`src/rtl/head_seek_ctrl_pkg.sv`:
```
// Shared types and constants for the head seek controller: FSM states, coil phases
// and the phase rotation helper.
package head_seek_ctrl_pkg;

  localparam int unsigned COIL_W = 4;

  typedef enum logic [1:0] {
    ST_IDLE       = 2'd0,
    ST_STEP_WAIT  = 2'd1,
    ST_SETTLE     = 2'd2,
    ST_RECAL_WAIT = 2'd3
  } seek_state_e;

  localparam logic [COIL_W-1:0] PH_0 = 4'b0001;
  localparam logic [COIL_W-1:0] PH_1 = 4'b0010;
  localparam logic [COIL_W-1:0] PH_2 = 4'b0100;
  localparam logic [COIL_W-1:0] PH_3 = 4'b1000;

  localparam logic DIR_IN  = 1'b1;
  localparam logic DIR_OUT = 1'b0;

  // Next coil phase; any corrupted (non-one-hot) pattern recovers to PH_0.
  function automatic logic [COIL_W-1:0] rotate_phase(input logic [COIL_W-1:0] cur,
                                                     input logic dir);
    case (cur)
      PH_0:    rotate_phase = (dir == DIR_IN) ? PH_1 : PH_3;
      PH_1:    rotate_phase = (dir == DIR_IN) ? PH_2 : PH_0;
      PH_2:    rotate_phase = (dir == DIR_IN) ? PH_3 : PH_1;
      PH_3:    rotate_phase = (dir == DIR_IN) ? PH_0 : PH_2;
      default: rotate_phase = PH_0;
    endcase
  endfunction

endpackage

```
`src/rtl/head_seek_ctrl_phase_gen.sv`:
```
// Stepper coil phase register: one-hot coil drive advanced one phase per request.
module head_seek_ctrl_phase_gen
  import head_seek_ctrl_pkg::*;
(
  input  logic              clk,
  input  logic              rst,
  input  logic              advance,
  input  logic              dir,
  output logic [COIL_W-1:0] coil
);

  always_ff @(posedge clk or posedge rst) begin
    if (rst) begin
      coil <= PH_0;
    end else if (advance) begin
      coil <= rotate_phase(coil, dir);
    end
  end

endmodule

```
`src/rtl/head_seek_ctrl.sv`:
```
// Floppy head positioning: tracks host STEP/DIR into a target cylinder and walks the
// stepper toward it at a safe rate, with settle time and track-00 recalibration.
module head_seek_ctrl
  import head_seek_ctrl_pkg::*;
#(
  parameter int unsigned STEP_CYCLES   = 150000,
  parameter int unsigned SETTLE_CYCLES = 750000,
  parameter int unsigned MAX_TRACK     = 79,
  parameter int unsigned TRACK_W       = 7,
  parameter int unsigned RECAL_MARGIN  = 4
) (
  input  logic               clk,
  input  logic               rst,
  input  logic               step_n,
  input  logic               dir_sel,
  input  logic               recal,
  input  logic               t00_sens,
  output logic [COIL_W-1:0]  coil,
  output logic [TRACK_W-1:0] track,
  output logic               track0_n,
  output logic               busy,
  output logic               seek_done,
  output logic               pos_valid,
  output logic               recal_err
);

  localparam int unsigned TIMER_MAX   = (STEP_CYCLES > SETTLE_CYCLES) ? STEP_CYCLES : SETTLE_CYCLES;
  localparam int unsigned TIMER_W     = $clog2(TIMER_MAX);
  localparam int unsigned RECAL_LIMIT = MAX_TRACK + RECAL_MARGIN;
  localparam int unsigned RCNT_W      = $clog2(RECAL_LIMIT + 1);

  seek_state_e        state;
  logic               step_s1, step_s2, step_s3;
  logic               dir_s1, dir_s2;
  logic               t00_s1, t00_s2;
  logic [TRACK_W-1:0] target;
  logic [TIMER_W-1:0] timer;
  logic [RCNT_W-1:0]  rcount;
  logic               recal_pend;

  logic               step_fall_c, can_inc_c, can_dec_c, accept_c;
  logic [TRACK_W-1:0] target_eff_c;
  logic               step_done_c, settle_done_c, recal_go_c;
  logic               seek_move_c, recal_move_c, move_dir_c;

  // Step acceptance and phase-issue decisions; the coil and the FSM act on these together.
  always_comb begin
    step_fall_c   = step_s3 & ~step_s2;
    can_inc_c     = (dir_s2 == DIR_IN) && (target < TRACK_W'(MAX_TRACK));
    can_dec_c     = (dir_s2 == DIR_OUT) && (target != '0);
    accept_c      = step_fall_c && (state != ST_RECAL_WAIT) && (can_inc_c || can_dec_c);
    target_eff_c  = target;
    if (accept_c) begin
      target_eff_c = can_inc_c ? target + TRACK_W'(1) : target - TRACK_W'(1);
    end
    step_done_c   = (timer == TIMER_W'(STEP_CYCLES - 1));
    settle_done_c = (timer == TIMER_W'(SETTLE_CYCLES - 1));
    recal_go_c    = recal | recal_pend;
    seek_move_c   = 1'b0;
    recal_move_c  = 1'b0;
    case (state)
      ST_IDLE:       seek_move_c  = !recal_go_c && (target_eff_c != track);
      ST_STEP_WAIT:  seek_move_c  = step_done_c && !recal_go_c && (target_eff_c != track);
      ST_SETTLE:     seek_move_c  = accept_c;
      ST_RECAL_WAIT: recal_move_c = step_done_c && !t00_s2 && (rcount != RCNT_W'(RECAL_LIMIT));
      default:       ;
    endcase
    move_dir_c = recal_move_c ? DIR_OUT : ((target_eff_c > track) ? DIR_IN : DIR_OUT);
  end

  head_seek_ctrl_phase_gen u_phase_gen (
    .clk     (clk),
    .rst     (rst),
    .advance (seek_move_c | recal_move_c),
    .dir     (move_dir_c),
    .coil    (coil)
  );

  // Synchronizers, target tracking and the seek/recalibrate FSM.
  always_ff @(posedge clk or posedge rst) begin
    if (rst) begin
      step_s1    <= 1'b1;
      step_s2    <= 1'b1;
      step_s3    <= 1'b1;
      dir_s1     <= 1'b0;
      dir_s2     <= 1'b0;
      t00_s1     <= 1'b0;
      t00_s2     <= 1'b0;
      track0_n   <= 1'b1;
      state      <= ST_IDLE;
      track      <= '0;
      target     <= '0;
      timer      <= '0;
      rcount     <= '0;
      recal_pend <= 1'b0;
      busy       <= 1'b0;
      seek_done  <= 1'b0;
      pos_valid  <= 1'b0;
      recal_err  <= 1'b0;
    end else begin
      step_s1   <= step_n;
      step_s2   <= step_s1;
      step_s3   <= step_s2;
      dir_s1    <= dir_sel;
      dir_s2    <= dir_s1;
      t00_s1    <= t00_sens;
      t00_s2    <= t00_s1;
      track0_n  <= ~t00_s1;
      seek_done <= 1'b0;

      if (accept_c) target <= target_eff_c;
      if (recal && (state == ST_STEP_WAIT || state == ST_SETTLE)) recal_pend <= 1'b1;
      if (seek_move_c) track <= (move_dir_c == DIR_IN) ? track + TRACK_W'(1) : track - TRACK_W'(1);

      case (state)
        ST_IDLE: begin
          if (recal_go_c) begin
            recal_pend <= 1'b0;
            if (t00_s2) begin
              track     <= '0;
              target    <= '0;
              pos_valid <= 1'b1;
              recal_err <= 1'b0;
              seek_done <= 1'b1;
            end else begin
              state  <= ST_RECAL_WAIT;
              busy   <= 1'b1;
              timer  <= '0;
              rcount <= '0;
            end
          end else if (seek_move_c) begin
            state <= ST_STEP_WAIT;
            busy  <= 1'b1;
            timer <= '0;
          end
        end

        ST_STEP_WAIT: begin
          if (!step_done_c) begin
            timer <= timer + TIMER_W'(1);
          end else begin
            timer <= '0;
            if (recal_go_c) begin
              state      <= ST_RECAL_WAIT;
              recal_pend <= 1'b0;
              rcount     <= '0;
            end else if (!seek_move_c) begin
              state <= ST_SETTLE;
            end
          end
        end

        // A fresh host step restarts motion at once instead of waiting out the settle.
        ST_SETTLE: begin
          if (seek_move_c) begin
            state <= ST_STEP_WAIT;
            timer <= '0;
          end else if (settle_done_c) begin
            state     <= ST_IDLE;
            busy      <= 1'b0;
            timer     <= '0;
            seek_done <= 1'b1;
          end else begin
            timer <= timer + TIMER_W'(1);
          end
        end

        ST_RECAL_WAIT: begin
          if (!step_done_c) begin
            timer <= timer + TIMER_W'(1);
          end else begin
            timer <= '0;
            if (t00_s2) begin
              state     <= ST_IDLE;
              busy      <= 1'b0;
              track     <= '0;
              target    <= '0;
              pos_valid <= 1'b1;
              recal_err <= 1'b0;
              seek_done <= 1'b1;
            end else if (rcount == RCNT_W'(RECAL_LIMIT)) begin
              state     <= ST_IDLE;
              busy      <= 1'b0;
              recal_err <= 1'b1;
            end else begin
              rcount <= rcount + RCNT_W'(1);
            end
          end
        end

        default: begin
          state <= ST_IDLE;
          busy  <= 1'b0;
        end
      endcase
    end
  end

endmodule
```
`config.mk`:
```
export PLATFORM = sky130hd
export DESIGN_NAME = head_seek_ctrl
export DESIGN_NICKNAME = d
export VERILOG_FILES = /design/src/rtl/head_seek_ctrl_pkg.sv /design/src/rtl/head_seek_ctrl_phase_gen.sv /design/src/rtl/head_seek_ctrl.sv
export SDC_FILE = /design/constraint.sdc
export NUM_CORES = 1
export LEC_CHECK = 0
export ABC_AREA = 1
export BUFFER_PORTS_ARGS = -buffer_cell sky130_fd_sc_hd__buf_2
export CAP_MARGIN = 25
export CORE_UTILIZATION = 40
export DETAILED_ROUTE_END_ITERATION = 12
export SLEW_MARGIN = 30
export SYNTH_ARGS = -nofsm -noshare
export SYNTH_HDL_FRONTEND = slang
export SYNTH_SLANG_ARGS = --single-unit
```
`constraint.sdc`:
```
create_clock -name clk -period 10.2 [get_ports clk]
set_clock_uncertainty 0.15 [all_clocks]
set_input_delay 0 -clock clk [delete_from_list [all_inputs] [get_ports clk]]
set_output_delay 0 -clock clk [all_outputs]
set_load 0.03 [all_outputs]
```
# Yosys cells after proc, flatten, opt, wreduce, memory -nomap -nowiden
# Cells that the tools add are included.
# classes
addsub	6
n_mul	0
div	0
order_cmp	2
n_eq_ne	28
n_shift	0
n_mux	78
bitwise_logic	6
reduce_logical	26
# op_table
op	count
$mux 7	18
$mux 20	6
$pmux 20 s3	1
$pmux 7 s2	2
$mux 1	27
$mux 2	11
$ne 2x2->1 const B	11
$add 7x1->7 const B	3
$pmux 7 s3	1
$add 20x1->20 const B	1
$eq 20x18->1 const B	1
$eq 20x20->1 const B	1
$pmux 4 s4	1
$ne 3x3->1 const B	5
$reduce_and 7->1	2
$sub 7x1->7 const B	2
$logic_and 1x1->1	10
$pmux 1 s3	3
$mux 4	2
$pmux 2 s4	1
$reduce_and 8->1	1
$eq 7x7->1 const B	1
$gt 7x7->1	1
$lt 7x7->1 const B	1
23 further kinds	33
# word_totals
register_bits	60
latchBits	0
ramBits	0
rom_bits	0
in_bits	6
out_inout_bits	16
word_cells	165
mem_count	0

# Depth between registers and ports, before layout
# Gate-level depths: netlist (run 1).
# logic_depth
depth_word	13
mapped_depth	33
ltp_nobuf	33

# Hierarchy
# A second synthesis (run 1) with hierarchy kept.
# unflattened
hier_cells	584
hier_area_um2	4322.9
# by_module_without_submodules
mod	instances	cells_per_inst	area_per_inst_um2	seq_area_each_um2
head_seek_ctrl	1	543	4055.1	1406.3
head_seek_ctrl_phase_gen	1	41	267.8	101.3

# Least setup slack after synthesis (run 1)
# OpenSTA, ideal clock, no wires.
# synth_timing
path_kind	reg2reg
startpoint	register target[0]
endpoint	register track[5]
setup_time_ns	0.124
arrival_time_ns	4.034
required_ns	9.926
slack_ns	5.892
path_stages_with_launch	31
path_buffers	0
cell_sequence	dfrtp_1 -> nand2_1 -> o21ai_1 -> nand2_1 -> nand2_1 -> inv_1 -> fa_1 -> nand3b_1 -> nand2_1 -> nand2_1 -> nand2_1 -> a21oi_1 -> inv_1 -> nand2_1 -> nand2_1 -> nand2_1 -> o21ai_0 -> inv_1 -> ha_1 -> nand2_1 -> nor2_1 -> nand2_1 -> nand2_1 -> nand3_1 -> ha_1 -> a21oi_1 -> nand2_1 -> a21o_1 -> a21oi_1 -> xor2_1 -> a21oi_1
# synth_between
elab_chain_len	13
# synth_rtl
item	line	source
from (decl)	head_seek_ctrl.sv:36	logic [TRACK_W-1:0] target;
from (signal assigned)	head_seek_ctrl.sv:111	if (accept_c) target <= target_eff_c;
$lt 7x7->1 or $reduce_bool 7->1 (tied branches)	head_seek_ctrl.sv:49, head_seek_ctrl.sv:50	
$logic_and 1x1->1, on equally long branches	head_seek_ctrl.sv:49, head_seek_ctrl.sv:50	
$logic_or 1x1->1	head_seek_ctrl.sv:51	accept_c = step_fall_c && (state != ST_RECAL_WAIT) && (can_inc_c || can_dec_c);
$logic_and 1x1->1	head_seek_ctrl.sv:51	
$mux 7	head_seek_ctrl.sv:53	if (accept_c) begin
$gt 7x7->1	head_seek_ctrl.sv:68	move_dir_c = recal_move_c ? DIR_OUT : ((target_eff_c > track) ? DIR_IN : DIR_OUT);
$mux 1 (2 in a row)	head_seek_ctrl.sv:68	
$mux 7	head_seek_ctrl.sv:113	if (seek_move_c) track <= (move_dir_c == DIR_IN) ? track + TRACK_W'(1) : track - TRACK_W'(1);
$mux 7 *	head_seek_ctrl.sv:113	
$mux 7	head_seek_ctrl.sv:119, head_seek_ctrl.sv:173	
$mux 7, on equally long branches	head_seek_ctrl.sv:169, head_seek_ctrl.sv:117	
$pmux 7 s2 *	head_seek_ctrl.sv:115	case (state)
to (signal assigned)	head_seek_ctrl.sv:113	
to (decl)	head_seek_ctrl.sv:19	output logic [TRACK_W-1:0] track,
# Every way passes the cells marked *; elsewhere a longest branch is shown, timed or not.
# A chain may end at the register's enable or synchronous reset.

# Final worst setup path (run 1)
# Same ends and word-level chain as after synthesis.

==> results_dict.tcl, run 1 <==
set metrics [dict create \
    max_cap_violation_count 0 \
    core.rowCount 37 \
    worst_path_max_delay_cell "ha_1" \
    number_of_antenna_cells_inserted 0 \
    max_stage_delay_ns 0.47 \
    worstSetupPathType "reg2reg" \
    slew_headroom_pct 49.3 \
    yosysTopAreaCellShare_pct 32.2 \
    synth_enable_flop_cells 0 \
    status "complete, no violations" \
    postCtsSetupRepairBufs 0 \
    grt_setup_unrepaired "false" \
    post_synth_xor_area_fraction_pct 2.87 \
    timing.hold.worst_endpoint "t00_s1$_DFF_PP0_" \
    max-vdd-ir-drop_mv 0.0655 \
    synth.most_common_cell "nand2_1" \
    detail_route.wl_per_cell_um 12.2 \
    netlist_area_um2 4270 \
    non_filler_cells_in_the_finished_layout 779 \
    postRouteAntennaNets 0 \
    core_area_um2 10300 \
    class_of_the_tightest_hold_or_removal_check "in2reg" \
    min_from "t00_sens" \
    worst_reg_to_reg_path_cell_count 30 \
    multi_input_area_um2 2380 \
    crit_fanout 11 \
    muxShareOfSynthArea_pct 0 \
    port-buffer-count 21 \
    power_per_cell_area_nw_per_um2 104 \
    numCtsBuffers 9 \
    ys_async_sr_fraction_pct 100 \
    syn2layout_area_growth_pct 11.2 \
    detail_route.iter0.violations 211 \
    synth_top_family_by_area "simple AND/OR/NAND/NOR gates" \
    crit_top_cell "nand2_1" \
    clk_latency_ns 0.35 \
    final_net_count 671 \
    worst-path-buf-inv 3 \
    flops_latches_synth 60 \
    grt_start_max_net_pins 61 \
    area_fraction_in_compound_gates_after_synthesis_pct 9.08 \
    drtPass1Iterations 4 \
    yosys.area.top_type "dfrtp_1" \
    maximum_number_of_buffers_from_clock_root_to_sink 2 \
    routed-via-count 3897 \
    cp.required_ns 10.27 \
    static-leakage-power_nw 2.38 \
    setup_total_negative_slack_ns 0 \
    number_of_global_route_vias_before_repair 3640 \
    die_height_um 105 \
    hold-path-cell-count 2 \
    placed_instance_count 758 \
    root_buffer "clkbuf_8" \
    tritoncts_num_sinks 60 \
    netlist_top_cells_count "174 x nand2_1, 71 x inv_1, 68 x nor2_1, 55 x dfrtp_1, 47 x nand3_1" \
    setup_violations 0 \
    maxSlewViolCount 0 \
    final.period_utilization_pct 48.4 \
    initial_utilization_pct 41.4 \
    yosysSeqAreaShare_pct 35.3 \
    worstPathArrival_ns 5.01 \
    io_pins 22 \
    gp_congestion 0.895 \
    dieWidth_um 105 \
    layout-drive-gt1-share_pct 11.4 \
    seqCellArea_um2 1510 \
    ys_types 38 \
    cts.htree.levels 3 \
    grt_antenna_before_repair 0 \
    tritoncts "yes" \
    dominantRegCellSynth "dfrtp_1" \
    critical_path.reg2reg.endpoint "track[5]$_DFF_PP0_" \
    dieArea_um2 11100 \
    grt_pass1_wl_mm 16.8 \
    via_per_inst 5.00 \
    grt_use_total_pct 18.7 \
    critPathTopFamily "simple AND/OR/NAND/NOR gates" \
    reg2reg_slack_ns 5.26 \
    synth.top_cells.by_area "dfrtp_1 32%, nand2_1 15%, ha_1 7.3%" \
    post_synth.cell_area_avg_um2 7.00 \
    finalWorstPathRequiredPeriod_ns 4.94 \
    hold_violations 0 \
    worst_r2r_startpoint "target[0]$_DFF_PP0_" \
    final_routed_wirelength_across_all_metal_layers_mm 9.53 \
    postSynthNetCount 643 \
    cp-end-kind "register" \
    clkSlewWorstSetupHoldPaths_ns 0.07 \
    syn-instance-count 610 \
    grt_overflow_total 0 \
    arithmetic_cell_share_of_the_synthesized_area_counting_full_adders_half_adders_and_majority_gates_pct 8.26 \
    detail_route.drc_violations 0 \
    hpwl_mm 6.93 \
    setup.worst_path.start_class "register" \
    layout.filler_cells 1061 \
    post_synthesis_simple_gate_area_fraction_pct 35.5 \
    total_number_of_yosys_warnings 0 \
    worst_slew_pin_slew_ns 0.760 \
    fmax_ghz 0.202 \
]
==> layout make-up <==
cell class / count / area share, %
Tap cell: 136 / 3.58
Sequential cell: 60 / 31.7
Clock inverter: 4 / 1.53
Clock buffer: 12 / 3.06
Multi-Input combinational cell: 458 / 50.1
Timing Repair Buffer: 28 / 3.58
Inverter: 81 / 6.40
==> timing repair <==
item	CTS	global route
hold buffers	5	0
resized for setup	0	0
hold endpoints to repair	59	0
==> routing by layer <==
metal  global-route usage [%]  wire [µm]  up-vias
met4                     8.15        189        0
met2                     29.2       4240       60
met3                     2.78        251       15
met5                        0          0        -
li1                         -          -     2023
met1                     25.8       4850     1799
==> worst reg2reg max path: cells and delay by family, from the launching register on <==
| family | cells | cell delay (ns) |
|---|---|---|
| xor gates and xnor gates | 1 | 0.16 |
| AOI/OAI and AO/OA | 7 | 0.93 |
| DFF | 1 | 0.44 |
| buffers and inverters | 3 | 0.23 |
| adders and majority gates | 3 | 1.16 |
| and+or+nand+nor | 16 | 1.78 |
==> registers in the layout, summed over array words and instances (netlist names) <==
register          count
seek_done             1
step_s2               1
step_s1               1
recal_pend            1
dir_s2                1
t00_s2                1
t00_s1                1
dir_s1                1
track0_n              1
target                7
step_s3               1
busy                  1
track                 7
state                 2
u_phase_gen.coil      4
pos_valid             1
rcount                7
timer                20
recal_err             1
==> how the worst max path moves through the flow <==
| stage | start | end | depth (start not counted) | slack [ns] |
|---|---|---|---|---|
| 2_1_floorplan | target[0]$_DFF_PP0_ | track[5]$_DFF_PP0_ | 30 | 5.89 |
| 3_3_place_gp | target[0]$_DFF_PP0_ | track[6]$_DFF_PP0_ | 33 | 5.59 |
| 3_5_place_dp | target[1]$_DFF_PP0_ | track[5]$_DFF_PP0_ | 30 | 5.29 |
| 4_1_cts | target[0]$_DFF_PP0_ | track[5]$_DFF_PP0_ | 30 | 5.28 |
| 5_1_grt | target[0]$_DFF_PP0_ | track[5]$_DFF_PP0_ | 30 | 4.68 |
| 6_report | target[0]$_DFF_PP0_ | track[5]$_DFF_PP0_ | 30 | 5.26 |
==> cell families (layout without fill, tap and decap cells) <==
| logic type | count (synthesis) | count (layout) |
|---|---|---|
| buffers and inverters | 92 | 125 |
| AND/OR/NAND/NOR | 347 | 347 |
| XOR/XNOR | 14 | 14 |
| flip-flops | 60 | 60 |
| AO/OA/AOI/OAI | 70 | 70 |
| adder cells (fa/ha/maj) | 27 | 27 |
==> report_power, final <==
| group | internal, mW | total (mW) | switching, mW |
|---|---|---|---|
| combinational | 0.00316 | 0.0102 | 0.00699 |
| clock | 0.144 | 0.242 | 0.0984 |
| sequential | 0.240 | 0.241 | 0.000827 |
| total | 0.387 | 0.494 | 0.106 |
==> layout by cell type, fill, tap and decap left out, drive strengths merged, types with 12 or more instances in the layout <==
cell	Yosys	final
nand2	179	179
inv	79	79
nor2	70	70
dfrtp	55	55
nand3	51	51
o21ai	36	36
ha	25	25
buf	10	23
a21oi	21	21
nor3	19	19
nand4	14	14
clkbuf	1	12
==> stage by stage <==
stage	total power, mW	utilization [%]	area (µm²)	hold WS [ns]	worst slack [ns]
after global placement	0.255	43.4	4480	-0.0444	5.59
after CTS	0.501	46.0	4750	0.114	5.28
after global routing	0.514	46.0	4750	0.150	4.68
final	0.494	46.0	4750	0.142	5.26
after floorplan	0.251	-	4270	-0.146	5.89
after detailed placement	0.255	43.4	4480	-0.0437	5.29
No activity file was read; power rests on OpenSTA's default activity.
==> inputs of run 2 (changes only) <==
--- a/config.mk
+++ b/config.mk
@@ -5,7 +5,7 @@
 export SDC_FILE = /design/constraint.sdc
 export NUM_CORES = 1
 export LEC_CHECK = 0
-export ABC_AREA = 1
+export ABC_AREA = 0
 export BUFFER_PORTS_ARGS = -buffer_cell sky130_fd_sc_hd__buf_2
 export CAP_MARGIN = 25
 export CORE_UTILIZATION = 40
==> constraint.sdc (replaced) <==
create_clock -name clk -period 5 [get_ports clk]
set_clock_uncertainty 0.15 [all_clocks]
set_input_delay 0 -clock clk [delete_from_list [all_inputs] [get_ports clk]]
set_output_delay 0 -clock clk [all_outputs]
set_load 0.03 [all_outputs]
==> results_dict.tcl, run 2 <==
set metrics [dict create \
    syn-instance-count 411 \
    detail_route.drc_violations 0 \
    grt_pass1_wl_mm 14.2 \
    maximum_number_of_buffers_from_clock_root_to_sink 2 \
    crit_top_cell "a21oi_1" \
    clkSlewWorstSetupHoldPaths_ns 0.07 \
    hpwl_mm 5.82 \
    gp_congestion 0.817 \
    postSynthNetCount 444 \
    initial_utilization_pct 41.8 \
    port-buffer-count 21 \
    worst_slew_pin_slew_ns 0.798 \
    dieArea_um2 10200 \
    number_of_antenna_cells_inserted 0 \
    dominantRegCellSynth "dfrtp_1" \
    worstSetupPathType "reg2reg" \
    reg2reg_slack_ns 0.28 \
    crit_fanout 5 \
    hold_violations 0 \
    worst_r2r_startpoint "target[4]$_DFF_PP0_" \
    maxSlewViolCount 0 \
    worstPathArrival_ns 4.84 \
    netlist_area_um2 3910 \
    finalWorstPathRequiredPeriod_ns 4.72 \
    numCtsBuffers 9 \
    dieWidth_um 101 \
    top_register "timer" \
    path_cells "nor2_1 > a21boi_2 > nand2b_4 > ha_1 > nor2b_2 > o21ai_1 > nand2_1 > xor2_1 > mux2i_1 > inv_1 > ha_1 > a21o_1 > a21oi_1 > nor2b_1 > o31ai_4 > inv_2 > fa_2 > nor2b_4 > nor3_4 > o21bai_1 > a21oi_1 > xor2_1 > or3_1 > a21oi_1" \
    io_pins 22 \
    max_stage_delay_ns 0.42 \
    final_routed_wirelength_across_all_metal_layers_mm 8.41 \
    min_from "t00_sens" \
    post_synth.cell_area_avg_um2 9.52 \
    final_net_count 483 \
    core.rowCount 35 \
    detail_route.iter0.violations 98 \
    synth.most_common_cell "dfrtp_1" \
    die_height_um 101 \
    flops_latches_synth 60 \
    yosysTopAreaCellShare_pct 35.2 \
    setup_violations 0 \
    grt_use_total_pct 17.9 \
    postRouteAntennaNets 0 \
    class_of_the_tightest_hold_or_removal_check "in2reg" \
    mostFrequentLayoutCells "55 x dfrtp_1, 41 x nor2_1, 29 x inv_1, 25 x nand2_1, 24 x ha_1" \
    status "complete, no violations" \
    grt_start_max_net_pins 61 \
    yosys.area.top_type "dfrtp_1" \
    cts.htree.levels 3 \
    largest_register_ff_count 20 \
    mostFrequentLayoutCell "dfrtp_1" \
    worst_reg_to_reg_path_cell_count 24 \
    core_area_um2 9370 \
    synth_enable_flop_cells 0 \
    power_per_cell_area_nw_per_um2 215 \
    final_design_area_no_fill_um2 4550 \
    hold-path-cell-count 2 \
    root_buffer "clkbuf_8" \
    number_of_global_route_vias_before_repair 3030 \
    synth.top_cells.by_area "dfrtp_1 35%, ha_1 8.0%, nor2_1 4.0%" \
    drtPass1Iterations 4 \
    area_after_dpl_um2 4180 \
    slew_headroom_pct 46.8 \
    worst_path_max_delay_cell "fa_2" \
    tritoncts "yes" \
    via_per_inst 5.40 \
    cp-end-kind "register" \
    yosysSeqAreaShare_pct 38.5 \
    detail_route.wl_per_cell_um 14.4 \
    grt_overflow_total 0 \
    tritoncts_num_sinks 60 \
    static-leakage-power_nw 2.09 \
    syn2layout_area_growth_pct 16.4 \
    routed-via-count 3154 \
    setup.worst_path.start_class "register" \
    fmax_ghz 0.212 \
    clk_latency_ns 0.35 \
    finalPower_uw 977 \
    total_number_of_yosys_warnings 0 \
    max-vdd-ir-drop_mv 0.127 \
    netlist_top_cells_count "55 x dfrtp_1, 42 x nor2_1, 31 x inv_1, 25 x ha_1, 25 x nand2_1" \
    setup_total_negative_slack_ns 0 \
    non_filler_cells_in_the_finished_layout 584 \
    layout.filler_cells 910 \
    grt_antenna_before_repair 0 \
    placed_instance_count 556 \
    layout-drive-gt1-share_pct 22.0 \
    final.period_utilization_pct 94.4 \
    ys_types 68 \
    cp-startpoint "target[4]$_DFF_PP0_" \
    fin_util_pct 48.6 \
    max_cap_violation_count 0 \
    ys_async_sr_fraction_pct 100 \
    cp.required_ns 5.12 \
]
run 2: changes by cell type after synthesis, sizes merged, moves of 7 or more:
cell | before | now
a21o | 3 | 11
a22o | 0 | 12
and3 | 1 | 10
inv | 79 | 31
mux2i | 0 | 8
nand2 | 179 | 25
nand3 | 51 | 9
nor2 | 70 | 43
nor2b | 0 | 10
nor3 | 19 | 8
o21ai | 36 | 23
or4 | 0 | 7
run 2: power breakdown:
part | total (mW) | internal (mW) | switching (mW)
sequential | 0.493 | 0.490 | 0.00278
combinational | 0.0318 | 0.0114 | 0.0203
clock | 0.453 | 0.245 | 0.208
total | 0.977 | 0.746 | 0.231
run 2: metrics by stage:
step           setup WS (ns)  hold slack, ns
2_1_floorplan         0.0955          -0.146
6_report               0.279           0.143
4_1_cts               0.0604           0.123
3_3_place_gp           0.102         -0.0416
5_1_grt              -0.0487           0.140
3_5_place_dp          -0.108         -0.0381
run 2: path summary, 6_finish.rpt:
path | end
min in group asynchronous | timer[15]$_DFFE_PP0P_
min | t00_s1$_DFF_PP0_
max | track[6]$_DFF_PP0_
min reg2reg | dir_s2$_DFF_PP0_
max in group asynchronous | target[6]$_DFF_PP0_
max reg2reg | track[6]$_DFF_PP0_
run 2: logic make-up (layout without fill, tap and decap cells):
| kind of cell | count (synthesis) | after routing | synth area share, % |
|---|---|---|---|
| AND/OR/NAND/NOR | 150 | 150 | 21.4 |
| flip-flops | 60 | 60 | 38.5 |
| adder cells (fa/ha/maj) | 27 | 27 | 9.02 |
| multiplexers | 11 | 11 | 2.91 |
| buffers and inverters | 45 | 89 | 5.24 |
| XOR/XNOR | 15 | 15 | 3.36 |
| AO/OA/AOI/OAI | 103 | 103 | 19.6 |
run 2: area by class of cell:
cell class | instances | area, µm² | area share, %
Inverter | 31 | 116 | 2.55
Sequential cell | 60 | 1510 | 33.1
Clock inverter | 5 | 61.3 | 1.35
Multi-Input combinational cell | 306 | 2290 | 50.3
Clock buffer | 11 | 141 | 3.10
Tap cell | 129 | 161 | 3.54
Timing Repair Buffer | 42 | 275 | 6.04
run 2: repair_timing:
action | CTS | global route
gates resized for setup | 3 | 19
hold buffers | 5 | 0
buffers inserted | 0 | 7
pin swaps | 0 | 9
setup endpoints to repair | 2 | 7
hold endpoints to repair | 59 | 0
run 2: worst max-delay path: cells and delay by family (launching register included):
| family | cells | cell delay [ns] |
|---|---|---|
| AND/OR/NAND/NOR | 8 | 1.17 |
| AO/OA/AOI/OAI | 8 | 1.19 |
| multiplexers | 1 | 0.25 |
| XOR/XNOR | 2 | 0.28 |
| flip-flops | 1 | 0.41 |
| adder cells (fa/ha/maj) | 3 | 1.03 |
| buffers and inverters | 2 | 0.15 |
run 2: metal layers:
metal	up-vias	global-route usage [%]	routed length [µm]
li1	1568	-	-
met1	1510	22.8	3990
met2	57	29.5	3940
met3	19	3.88	319
met4	0	7.02	160
met5	-	0	0
